==> src/rtl/uart_receiver.sv <==
// uart_receiver: 8N1 serial receiver with a 2-flop input synchroniser and a
// first-word fall-through receive FIFO.
module uart_receiver #(
    parameter int CLKS_PER_BIT = 434,
    parameter int FIFO_DEPTH   = 4
) (
    input  logic       clk_in,
    input  logic       reset_in,
    input  logic       uart_rx,
    output logic [7:0] rx_data,
    output logic       rx_valid,
    input  logic       rx_ready,
    output logic       frame_err,
    output logic       overrun,
    output logic       rx_busy
);
    localparam int CW = $clog2(CLKS_PER_BIT);
    localparam int AW = $clog2(FIFO_DEPTH);
    localparam logic [CW-1:0] HALF = CW'(CLKS_PER_BIT / 2 - 1);
    localparam logic [CW-1:0] LAST = CW'(CLKS_PER_BIT - 1);
    typedef enum logic [2:0] {IDLE, START, DATA, STOP, WAIT_HI} state_t;
    state_t        state, state_d;
    logic [1:0]    sync;
    logic          rx_s;
    logic [CW-1:0] cnt, cnt_d;
    logic [2:0]    idx, idx_d;
    logic [7:0]    shreg, shreg_d;
    logic          push, pop, full, wr_en;
    logic [7:0]    mem [FIFO_DEPTH];
    logic [AW-1:0] wr_ptr, rd_ptr;
    logic [AW:0]   count;
    assign rx_s = sync[1];
    always_ff @(posedge clk_in or posedge reset_in) begin
        if (reset_in) begin
            sync  <= 2'b11;
            state <= IDLE;
            cnt   <= '0;
            idx   <= '0;
            shreg <= '0;
        end else begin
            sync  <= {sync[0], uart_rx};
            state <= state_d;
            cnt   <= cnt_d;
            idx   <= idx_d;
            shreg <= shreg_d;
        end
    end
    always_comb begin
        state_d   = state;
        cnt_d     = cnt + CW'(1);
        idx_d     = idx;
        shreg_d   = shreg;
        push      = 1'b0;
        frame_err = 1'b0;
        unique case (state)
            IDLE: begin
                cnt_d = '0;
                if (!rx_s) state_d = START;
            end
            START: if (cnt == HALF) begin
                cnt_d   = '0;
                idx_d   = '0;
                state_d = rx_s ? IDLE : DATA;
            end
            DATA: if (cnt == LAST) begin
                cnt_d        = '0;
                shreg_d[idx] = rx_s;
                idx_d        = idx + 3'd1;
                if (idx == 3'd7) state_d = STOP;
            end
            STOP: if (cnt == LAST) begin
                cnt_d     = '0;
                push      = rx_s;
                frame_err = !rx_s;
                state_d   = rx_s ? IDLE : WAIT_HI;
            end
            WAIT_HI: begin
                cnt_d = '0;
                if (rx_s) state_d = IDLE;
            end
            default: state_d = IDLE;
        endcase
    end
    assign rx_busy  = state != IDLE;
    assign rx_valid = count != '0;
    assign rx_data  = rx_valid ? mem[rd_ptr] : 8'h00;
    assign pop      = rx_valid & rx_ready;
    assign full     = count == (AW + 1)'(FIFO_DEPTH);
    // A pop in the same cycle frees the slot, so a full FIFO can still accept.
    assign wr_en    = push & (!full | pop);
    assign overrun  = push & full & !pop;
    always_ff @(posedge clk_in) if (wr_en) mem[wr_ptr] <= shreg;
    always_ff @(posedge clk_in or posedge reset_in) begin
        if (reset_in) begin
            wr_ptr <= '0;
            rd_ptr <= '0;
            count  <= '0;
        end else begin
            if (wr_en) wr_ptr <= wr_ptr + AW'(1);
            if (pop) rd_ptr <= rd_ptr + AW'(1);
            count <= count + (AW + 1)'(wr_en) - (AW + 1)'(pop);
        end
    end
endmodule

==> config.mk <==
export PLATFORM = sky130hd
export DESIGN_NAME = uart_receiver
export DESIGN_NICKNAME = d
export VERILOG_FILES = /design/src/rtl/uart_receiver.sv
export SDC_FILE = /design/constraint.sdc
export NUM_CORES = 1
export LEC_CHECK = 0
export ABC_AREA = 1
export CORE_UTILIZATION = 64
export DETAILED_ROUTE_END_ITERATION = 10
export GPL_ROUTABILITY_DRIVEN = 0
export PLACE_DENSITY = 0.84
export SLEW_MARGIN = 20
export SYNTH_ARGS = -nofsm -noshare
export SYNTH_HDL_FRONTEND = slang
export SYNTH_SLANG_ARGS = --single-unit
==> constraint.sdc <==
create_clock -name clk_in -period 3 [get_ports clk_in]
set_input_delay 0.6 -clock clk_in [delete_from_list [all_inputs] [get_ports clk_in]]
set_output_delay 0.6 -clock clk_in [all_outputs]
set_load 0.05 [all_outputs]
Yosys cells after proc, flatten, opt, wreduce, memory -nomap -nowiden. Memory sizes are Yosys's and may differ from the RTL's. Index checks and enable logic that the tools add are counted.

Multipliers: 0. Order comparisons: 2. Eq/ne operators: 14. Add/subtract/negate cells: 6. Divide/modulo/power cells: 0. Bitwise operators: 5. Muxes and demuxes: 25. Reduce and logical (&&, ||, !) cells: 13. Shifts and indexed selects: 0.

Operators with widths (count): $mux 3 (9); $pmux 9 s3 (1); $mux 9 (2); $pmux 3 s5 (1); $ne 2x2->1 const B (6); $add 9x1->9 const B (1); $eq 3x3->1 const B (3); $eq 9x8->1 const B (1); $eq 9x9->1 const B (1); $bwmux 8 (1); $mux 8 (1); $mux 1 (7); $eq 3x2->1 const B (2); $pmux 3 s2 (1); $reduce_and 6->1 (1); $reduce_bool 3->1 (2); $add 2x1->2 const B (2); $and 1x1->1 (4); $lt 3x4->1 const B (1); $reduce_or 2->1 (2); $add 3x1->3 (1); $add 3x1->3 const B (1); $demux 1 s3 (1); $eq 3x1->1 const B (1); 10 further kinds (12).

Bits in latches: 0. Memories kept: 1. Memory bits (read-only): 0. Word-level logic and storage cells: 74. Output and inout port bits: 12. Bits in registers: 32. Bits in writable memories: 32. Input bits: 4.

Memory list: mem (words 4, bits a word 8, read ports 1, clocked after Yosys merged registers in 0, wr ports 1, RTL line 29) `logic [7:0] mem [FIFO_DEPTH];`.

Longest topological paths before layout.
Word-level depth: 6. Mapped depth: 12. Depth with buffers taken out: 12.

Worst setup path before layout. No wires, ideal clock.

Kind: register to output. Start: register cnt[1]. End: output port overrun. Slack: 0.087 ns. Path buffers: 0. Arrival: 2.313 ns. Stages on the path, launching flop included: 7. Required time: 2.400 ns. Path through: dfrtp_1 -> inv_1 -> ha_1 -> nand2_1 -> nor2_1 -> nand2_1 -> nor4_1.

Longest elaborated chain between the ends: 5.

Ends and longest elaborated chain: start, declared (RTL line 25) `logic [CW-1:0] cnt, cnt_d;`; start signal, assigned (RTL line 43) `cnt <= cnt_d;`; $eq 9x9->1 (RTL line 71) `STOP: if (cnt == LAST) begin`; $mux 1 (RTL line 71); $mux 1 (RTL line 55) `unique case (state)`; $and 1x1->1 (2 in series) (RTL line 91) `assign overrun = push & full & !pop;`; end, declared (RTL line 14) `output logic overrun,`.

No other way between the ends.

Worst setup path in the final report.
Start: register rd_ptr[1]. End: output port rx_data[1].

Longest elaborated chain between the ends: 2.

Ends and longest elaborated chain: start, declared (RTL line 30) `logic [AW-1:0] wr_ptr, rd_ptr;`; start signal, assigned (RTL line 100) `if (pop) rd_ptr <= rd_ptr + AW'(1);`; $mem_v2 4x8; $mux 8 (RTL line 86) `assign rx_data = rx_valid ? mem[rd_ptr] : 8'h00;`; end, declared (RTL line 10) `output logic [7:0] rx_data,`.

No other way between the ends.

==> results.sh <==
export IMPL_vias=2296
export IMPL_dp_cells=427
export IMPL_setup_tns_final_ns=0
export IMPL_worstMarginPinSlew_ns=0.7763
export IMPL_cts_buffers=9
export IMPL_element_type_at_the_critical_path_end="output port"
export IMPL_via_count_of_the_first_global_routing_pass=2128
export IMPL_route_layer_met1_wl_mm=2.557
export IMPL_number_of_maximum_capacitance_constraint_violations=0
export IMPL_cp_arrival_ns=2.14
export IMPL_synth_yosys_warnings=0
export IMPL_insertion_delay_ns=0.33
export IMPL_synth_async_reset_ratio_pct=50.00
export IMPL_final_setup_skew_ns=0.006257
export IMPL_synth_edff_count=32
export IMPL_cts_repair_timing_setup_buffer_count=0
export IMPL_cts_max_level=3
export IMPL_flow_area_growth_from_synthesis_pct=13.58
export IMPL_layout_commonest_cell="sky130_fd_sc_hd__nand2_1"
export IMPL_synth_largest_area_cell="sky130_fd_sc_hd__edfxtp_1"
export IMPL_floorplan_core_area_sq_mm=0.004723
export IMPL_timing_final_crit_share_pct=91.27
export IMPL_worstSetupPathType="flip-flop to output port"
export IMPL_nets=387
export IMPL_p_leak_nw=1.819
export IMPL_dr_wl_met3_um=218
export IMPL_clkTransAtPathRegs_ns=0.07
export IMPL_initial_core_util_pct=66.91
export IMPL_report_final_setup_viol=0
export IMPL_cts_root_buffer_cell="sky130_fd_sc_hd__clkbuf_8"
export IMPL_top_signal_layer_used="met4"
export IMPL_grt_pass1_wl_mm=9.335
export IMPL_hold_class="flip-flop to flip-flop"
export IMPL_power_ir_vdd_worst_mv=0.3350
export IMPL_synth_ff_latch_count=64
export IMPL_yosysTopAreaCellShare_pct=30.40
export IMPL_netlist_top_cells_area="sky130_fd_sc_hd__edfxtp_1, sky130_fd_sc_hd__dfrtp_1, sky130_fd_sc_hd__nand2_1"
export IMPL_die_height_um=72.28
export IMPL_drtAntennaViolNets=0
export IMPL_syn_mean_instance_area_sq_um=9.134
export IMPL_final_max_slew_violation_count=0
export IMPL_seq_area_frac_synth_pct=55.82
export IMPL_area_of_the_mapped_netlist_sq_mm=0.003161
export IMPL_synth_lib_cells_used_distinct=30
export IMPL_ys_dominant_reg_cell="sky130_fd_sc_hd__edfxtp_1"
export IMPL_antenna_found_initial=0
export IMPL_cts_tree="yes"
export IMPL_quantity_of_i_o_buffers_inserted_on_ports=15
export IMPL_crit_fanout=9
export IMPL_clockBufferDepth=2
export IMPL_fin_worst_hold_slack_ns=0.3586
export IMPL_overflow=0
export IMPL_place_detailed_hpwl_mm=3.966
export IMPL_timing_final_hold_violations=0
export IMPL_grt_start_max_net_pins=20
export IMPL_route_detailed_vias_per_inst=5.183
export IMPL_netlist_instances=346
export IMPL_p_per_area_mw_per_mm2=689.9
export IMPL_fp_row_count=25
export IMPL_slew_headroom_pct=48.19
export IMPL_n_diodes=0
export IMPL_worstPathRequired_ns=2.40
export IMPL_io_pins=16
export IMPL_totalWireLength_mm=5.595
export IMPL_layout_cell_share_with_drive_strength_beyond_1_pct=11.70
export IMPL_wl_per_cell_um=12.63
export IMPL_wl_met2_mm=2.772
export IMPL_sinks_on_the_clock_net=64
export IMPL_die_w_um=72.28
export IMPL_mapped_nets=362
export IMPL_final_cell_mix="sky130_fd_sc_hd__nand2_1, sky130_fd_sc_hd__nor2_1, sky130_fd_sc_hd__inv_1"
export IMPL_groute_usage_overall_pct=24.00
export IMPL_max_clock_freq_mhz=365.2
export IMPL_first_iter_violations=108
export IMPL_die_area_sq_mm=0.005224
export IMPL_post_layout_min_period_ns=2.738
export IMPL_final_cell_count_no_fill=443
export IMPL_drc_errors=0
export IMPL_rsz0062_at_grt="no"
export IMPL_detailedRoute_firstPassIterationCount=4
export IMPL_cp_start_kind="flip-flop"
export IMPL_status="finished, final reports clean"
[power breakdown]
part | switching (mW) | total, mW | internal [mW]
combinational | 0.522 | 0.795 | 0.273
sequential | 0.0916 | 1.05 | 0.955
clock | 0.312 | 0.634 | 0.322
[cells by family (layout without fill, tap and decap cells)]
family	after synthesis	after routing	synth area share (%)
xor+xnor	7	7	1.940
flops	64	64	55.82
compound gates	30	30	4.988
simple gates	178	178	25.22
buf+inv	55	85	7.047
fa+ha+maj	12	12	4.988
[flip-flops by register name, summed over array words and instances, names as in the netlist]
name / count
cnt: 9
count: 3
idx: 3
mem: 32
rd_ptr: 2
shreg: 8
state: 3
sync: 2
wr_ptr: 2
[critical path: stages, from the launching register on]
cell                            delay (ns)
sky130_fd_sc_hd__dfrtp_1              0.51
sky130_fd_sc_hd__clkinv_1             0.30
sky130_fd_sc_hd__nor2_1               0.19
sky130_fd_sc_hd__o21ai_0              0.12
sky130_fd_sc_hd__a21oi_1              0.14
sky130_fd_sc_hd__dlygate4sd2_1        0.55
[layout make-up]
type	count	area (sq um)
flip-flops and latches	64	1764
multi-input cells	227	1174
fillers	317	1134
repair buffers	20	216.5
inverters	49	183.9
clock buffers	13	148.9
well taps	67	83.83
clock inverters	3	18.77
[worst paths after layout]
kind | from | end | slack [ns] | depth (start not counted)
min | sync[0] | sync[1] | 0.36 | 0
min in group asynchronous | reset_in | rd_ptr[0] | 0.71 | 2
max reg2reg | count[1] | count[2] | 0.76 | 8
max in group asynchronous | reset_in | sync[0] | 1.61 | 3
min reg2reg | sync[0] | sync[1] | 0.36 | 0
max | rd_ptr[1] | rx_data[1] | 0.26 | 5
[Yosys cell counts, types with 2 or more instances]
| master | count |
|---|---|
| sky130_fd_sc_hd__inv_1 | 36 |
| sky130_fd_sc_hd__edfxtp_1 | 32 |
| sky130_fd_sc_hd__a21oi_1 | 8 |
| sky130_fd_sc_hd__nand2_1 | 75 |
| sky130_fd_sc_hd__o211ai_1 | 3 |
| sky130_fd_sc_hd__dfrtp_1 | 30 |
| sky130_fd_sc_hd__buf_2 | 4 |
| sky130_fd_sc_hd__nand4_1 | 6 |
| sky130_fd_sc_hd__xor2_1 | 4 |
| sky130_fd_sc_hd__ha_1 | 11 |
| sky130_fd_sc_hd__nor2_1 | 62 |
| sky130_fd_sc_hd__xnor2_1 | 3 |
| sky130_fd_sc_hd__nand2_2 | 4 |
| sky130_fd_sc_hd__nand3_1 | 21 |
| sky130_fd_sc_hd__nor2_4 | 2 |
| sky130_fd_sc_hd__inv_2 | 11 |
| sky130_fd_sc_hd__dfstp_2 | 2 |
| sky130_fd_sc_hd__o21ai_0 | 19 |
| sky130_fd_sc_hd__clkinv_1 | 2 |
[timing repair]
action / CTS / global route
endpoints found under the setup margin: 1 / 8
gates cloned: 0 / 0
hold buffers: 0 / 0
gates resized for setup: 1 / 8
[routing by layer]
layer  GRT usage (%)  up-vias
met5               0        -
met4           8.497        0
met3           5.417        7
met2           40.91       56
met1           30.35     1077
li1                -     1156
[stage by stage]
step | setup slack, ns | util, % | power, mW | cell area [sq um]
5_1_grt | 0.09068 | 76.00 | 2.595 | 3590
3_5_place_dp | 0.3583 | 72.05 | 1.868 | 3403
3_3_place_gp | 0.4335 | 72.05 | 1.848 | 3403
6_report | 0.2620 | 76.00 | 2.476 | 3590
4_1_cts | 0.02331 | 75.58 | 2.491 | 3570
2_1_floorplan | 0.08691 | - | 1.658 | 3161
Note: power is estimated with default switching activity, not from simulation.
==> RTL edit 1, RTL diff (config.mk and constraints unchanged) <==
Change the parameter `CLKS_PER_BIT` from 434 to 868.
--- a/src/rtl/uart_receiver.sv
+++ b/src/rtl/uart_receiver.sv
@@ -3,3 +3,3 @@
 module uart_receiver #(
-    parameter int CLKS_PER_BIT = 434,
+    parameter int CLKS_PER_BIT = 868,
     parameter int FIFO_DEPTH   = 4
Function: no difference found for any inputs over 10 cycles, from zero or initial values and one cycle with reset_in high; that may be too few to reach the edited logic, so the function may still have changed.
==> RTL edit 1 against the unedited design <==
Routed wire length is 4.6% higher; first-iteration DRC count increased by 2.8%; area after synthesis grew 0.71%; combinational power rose by 4.3%; total power increased by 4.1%; final area rose by 1.0%; sequential cell count rose by 1; sequential power shrank 4%; setup slack worse by 0.0022 ns; core utilization increased by 0.26 points; sequential share of layout area grew 0.20 points; highest routed layer unchanged.
==> RTL edit 1: results (changes against the unedited design) <==
Status
  • Status: finished, final reports clean

Detailed routing
  • DR WL/cell: 13.21 um (+4.6%)
  • Starting DRC count in detailed routing: 111 (+2.8%)
  • Via count: 2315 (+0.83%)

Critical path
  • Worst path max stage delay: 0.53 ns (-0.02 ns)
  • CP max stage cell: dlygate4sd2_1
  • R2R Path Start: cnt[0]$_DFF_PP0_
  • Crit path DAT: 2.14 ns (about the same)

Logic synthesis
  • Asr flop ratio synth: 50.77% (+0.77 points)
  • Post-synthesis compound-gate area fraction: 4.324% (-0.66 points)
  • Net Count, Synth: 361 (-0.28%)
  • Yosys cell types: 26 (-13%)
  • Post-Synth XOR/XNOR Area: 3.027% (+1.1 points)
  • Adder-cell share of the synthesized area: 4.560% (-0.43 points)
  • Register area share after synthesis: 56.21% (+0.39 points)
  • Synth top cells by count: nand2_1, nor2_1, inv_1

STA
  • Rel. slew slack: 56.04% (+7.9 points)
  • Setup Skew: 0.009851 ns (+0.003594 ns)

Layout
  • Top Registers: mem: 32 flops, cnt: 10 flops, shreg: 8 flops
  • Layout Nets: 386 (-0.26%)
  • Share of layout cells above drive strength 1: 9.043% (-2.7 points)
  • Filler Cell Count: 345 (+8.8%)

CTS
  • # clock sinks: 65 (+1.6%)
  • Clock latency on the worst-skew pair: 0.34 ns
  • TritonCTS buffer count: 9 (unchanged)

Job
  • Max-Cap Viols: 0 (unchanged)

Placed design
  • Hpwl dp: 3.974 mm (+0.19%)
  • Post-Place Cell Area: 0.003425 mm2 (+0.62%)

Power and ir drop
  • P_leak: 0.001793 uW (-1.4%)
  • Peak supply drop: 0.0004148 V (+24%)

Global routing
  • Vias in the first global route: 2082 (-2.2%)
  • First-pass GRT wire length: 9.556 mm (+2.4%)
  • Pin count of the biggest net entering global routing: 34 (+70%)
  • Tot GR Track Use: 24.49% (+0.49 points)
==> RTL edit 1: changes by cell type after synthesis, moves of 3 or more <==
cell / before / now
nand4_1: 6 / 26
inv_2: 11 / 2
nand3_1: 21 / 12
nand2_1: 75 / 67
inv_1: 36 / 40
xor2_1: 4 / 8
nand2_2: 4 / 1
o211ai_1: 3 / 0
==> RTL edit 1: cell families (layout without fill, tap and decap cells) <==
| group | Yosys count | after routing |
|---|---|---|
| AND/OR/NAND/NOR | 179 | 179 |
| flip-flops | 65 | 65 |
| buffers and inverters | 53 | 83 |
| AO/OA/AOI/OAI | 27 | 27 |
| adder cells (fa/ha/maj) | 11 | 11 |
| XOR/XNOR | 11 | 11 |
==> RTL edit 1: layout make-up <==
cell class | instances | area, um2 | share of cell area [%]
clock buffers | 11 | 141.4 | 3.899
clock inverters | 5 | 55.05 | 1.518
inverters | 46 | 172.7 | 4.762
multi-input cells | 228 | 1189 | 32.78
flip-flops and latches | 65 | 1789 | 49.34
well taps | 67 | 83.83 | 2.312
repair buffers | 21 | 195.2 | 5.383
==> RTL edit 1: metal layers <==
layer	vias up	routed length (um)	GRT usage, %
met2	44	2872	40.81
met4	0	121	10.68
li1	1187	-	-
met3	14	142	4.861
met1	1070	2715	31.36
met5	-	0	0
==> RTL edit 1: final timing paths <==
path | to | slack, ns | cells past startpoint
min in group asynchronous | count[1]$_DFF_PP0_ | 0.65 | 3
min reg2reg | sync[1]$_DFF_PP1_ | 0.36 | 0
max in group asynchronous | sync[1]$_DFF_PP1_ | 2.01 | 3
min | sync[1]$_DFF_PP1_ | 0.36 | 0
max reg2reg | mem[0][0]$_DFFE_PP_ | 0.75 | 5
max | rx_data[7] | 0.26 | 5
==> RTL edit 1: what timing repair did <==
action	4_1_cts	5_1_grt
gates resized for setup	4	4
pin swaps	0	0
endpoints found under the setup margin	4	4
==> RTL edit 1: metrics by stage <==
step	cells	utilization (%)	setup slack, ns	hold WS [ns]
CTS	443	76.05	0.0004146	0.3568
floorplan	346	-	0.6961	0.3452
global route	443	76.26	0.1169	0.3655
global placement	427	72.03	0.4621	0.3461
detailed placement	427	72.03	0.3386	0.3472
finish	443	76.26	0.2598	0.3562
==> RTL edit 1: where the power goes <==
group / total (uW) / leakage [uW] / switching (uW) / internal (uW)
Combinational: 829 / 0.000896 / 570 / 260
Clock: 737 / 0.0000970 / 333 / 404
Sequential: 1010 / 0.000800 / 42.6 / 969
==> RTL edit 1: worst max-delay path: cells and delay by family, from the launching register on <==
kind | cells | cell delay (ns)
AND/OR/NAND/NOR | 1 | 0.18
AO/OA/AOI/OAI | 2 | 0.24
buffers and inverters | 2 | 0.87
flip-flops | 1 | 0.51
==> RTL edit 2, RTL diff (config.mk and constraints unchanged) <==
Made on the original files. Reset style: synchronous (`reset_in`), changed in 2 clocked blocks.
--- a/src/rtl/uart_receiver.sv
+++ b/src/rtl/uart_receiver.sv
@@ -32,3 +32,3 @@
     assign rx_s = sync[1];
-    always_ff @(posedge clk_in or posedge reset_in) begin
+    always_ff @(posedge clk_in) begin
         if (reset_in) begin
@@ -92,3 +92,3 @@
     always_ff @(posedge clk_in) if (wr_en) mem[wr_ptr] <= shreg;
-    always_ff @(posedge clk_in or posedge reset_in) begin
+    always_ff @(posedge clk_in) begin
         if (reset_in) begin
Behaviour: differs if reset_in is asserted again (counterexample within 4 cycles, from zero or initial values and one cycle with reset_in high); with reset_in held inactive, the same outputs for 10 cycles.
==> RTL edit 2 against the unedited design <==
Final area fell by 1.7%; sequential cell count up 2; combinational power rose by 27%; critical path depth stayed put; area after synthesis is 1.7% lower; setup slack got worse by 0.084 ns; routed wire length increased by 3.6%; total power rose by 13%; clock skew is 0.0030 ns higher; global-route usage up 1.2 points; non-clock buffer count unchanged.
==> RTL edit 2: results (changes against the unedited design) <==
Hold path
  • Hold Path Origin: sync[0]$_SDFF_PP1_
  • Hold endpoint: sync[1]$_SDFF_PP1_
  • Worst hold path type: reg -> reg
  • Hold path cells: 1 (+1)

Logic synthesis
  • Main area contributors after synthesis: edfxtp_1, dfxtp_1, nor2_1
  • Asr flop ratio synth: 0% (-50 points)
  • Post-synth top flop: dfxtp_1
  • Mean Syn Cell Area: 9.107 um2 (-0.30%)
  • Synth top cells by count: nor2_1, inv_1, dfxtp_1
  • Net Count, Synth: 357 (-1.4%)
  • Yosys cell types: 36 (+20%)
  • Register area share after synthesis: 52.86% (-3.0 points)

Detailed routing
  • Pre-Repair DR Iteration Count: 4 (unchanged)
  • Metal-1 WL: 2.572 mm (+0.59%)
  • Starting DRC count in detailed routing: 90 (-17%)
  • Metal3 WL: 231 um (+6.0%)
  • WL met2: 2.863 mm (+3.3%)
  • Via count: 2267 (-1.3%)
  • Total Routed Length: 5.798 mm (+3.6%)

STA
  • Slack of the critical path: 0.1780 ns (-0.08399 ns)
  • WHS: 0.4065 ns (+0.04793 ns)
  • Worst-margin pin slew: 0.6499 ns (-0.1264 ns)
  • Setup Skew: 0.009238 ns (+0.002981 ns)

Placed design
  • Post-Place Cell Area: 0.003336 mm2 (-2.0%)
  • Hpwl dp: 3.950 mm (-0.39%)
  • DP Worst Slack: 0.3770 ns (+0.01869 ns)
  • Placed cell count: 407 (-4.7%)

Layout
  • Final Non-Filler Cells: 423 (-4.5%)
  • Layout Nets: 382 (-1.3%)

Critical path
  • Worst path max stage delay: 0.81 ns (+0.26 ns)
  • Worst R2R End: count[2]$_SDFF_PP0_
  • R2R Path Start: count[1]$_SDFF_PP0_
  • CP max stage cell: clkdlybuf4s50_1
  • R2R depth: 10 (+2)
  • Reg2reg setup slack: 0.74 ns (-0.02 ns)
  • Crit path DAT: 2.22 ns (+0.08 ns)

Global routing
  • Tot GR Track Use: 25.18% (+1.2 points)
  • GRT met3 Usage: 6.751% (+1.3 points)
  • Met1 usage: 29.39% (-0.96 points)
  • Vias in the first global route: 2179 (+2.4%)
  • Grt met2 use: 43.92% (+3.0 points)
  • First-pass GRT wire length: 9.680 mm (+3.7%)
  • Pin count of the biggest net entering global routing: 19 (-5.0%)

Power and ir drop
  • Peak supply drop: 0.0006305 V (+88%)
  • P_leak: 0.001538 uW (-15%)

Status
  • Status: finished, final reports clean

CTS
  • Max Root-Sink Buffers: 2 (unchanged)
## RTL edit 2: cell count changes after synthesis, sizes merged, moves of 3 or more
cell,change
a21oi,+12
dfrtp,-30
dfxtp,+34
inv,-4
nand2,-38
nand3,-8
nand4,-3
nor2,+16
nor3,+5
o21ai,+7
o21bai,+4
## RTL edit 2: worst register-to-register path: cells and delay by family, from the launching register on
family	cells	cell delay [ns]
flip-flops	1	0.38
AO/OA/AOI/OAI	2	0.22
AND/OR/NAND/NOR	2	0.60
buffers and inverters	3	0.17
adder cells (fa/ha/maj)	3	0.81
## RTL edit 2: timing repair
item | CTS | global route
resized for setup | 0 | 5
setup buffers | 0 | 0
endpoints found under the setup margin | 0 | 5
## RTL edit 2: cell families after synthesis
group	after synthesis	share of synthesized area [%]
simple gates	154	24.05
flops	66	52.86
compound gates	51	9.388
buf+inv	50	6.366
fa+ha+maj	12	5.077
xor+xnor	8	2.256
## RTL edit 2: worst max-delay path by stage
stage                                 start             endpoint  depth (start not counted)
after global routing                   flop           rx_data[1]                          5
final                                  flop           rx_data[7]                          5
after global placement             rx_ready  count[2]$_SDFF_PP0_                         11
after CTS                              flop           rx_data[5]                          5
after floorplan           cnt[0]$_SDFF_PP0_              overrun                          7
after detailed placement           rx_ready  count[2]$_SDFF_PP0_                         11
## RTL edit 2: area by class of cell
class / instances / area (um2)
clock buffer: 12 / 135.1
clock inverter: 4 / 43.79
fill: 310 / 977.2
inverter: 44 / 165.2
multi-input combinational: 225 / 1266
sequential: 66 / 1642
tap: 52 / 65.06
timing repair buffer: 20 / 210.2
## RTL edit 2: where the power goes
| part | internal [uW] | switching, uW |
|---|---|---|
| clock | 379 | 319 |
| sequential | 1010 | 96.5 |
| combinational | 332 | 675 |
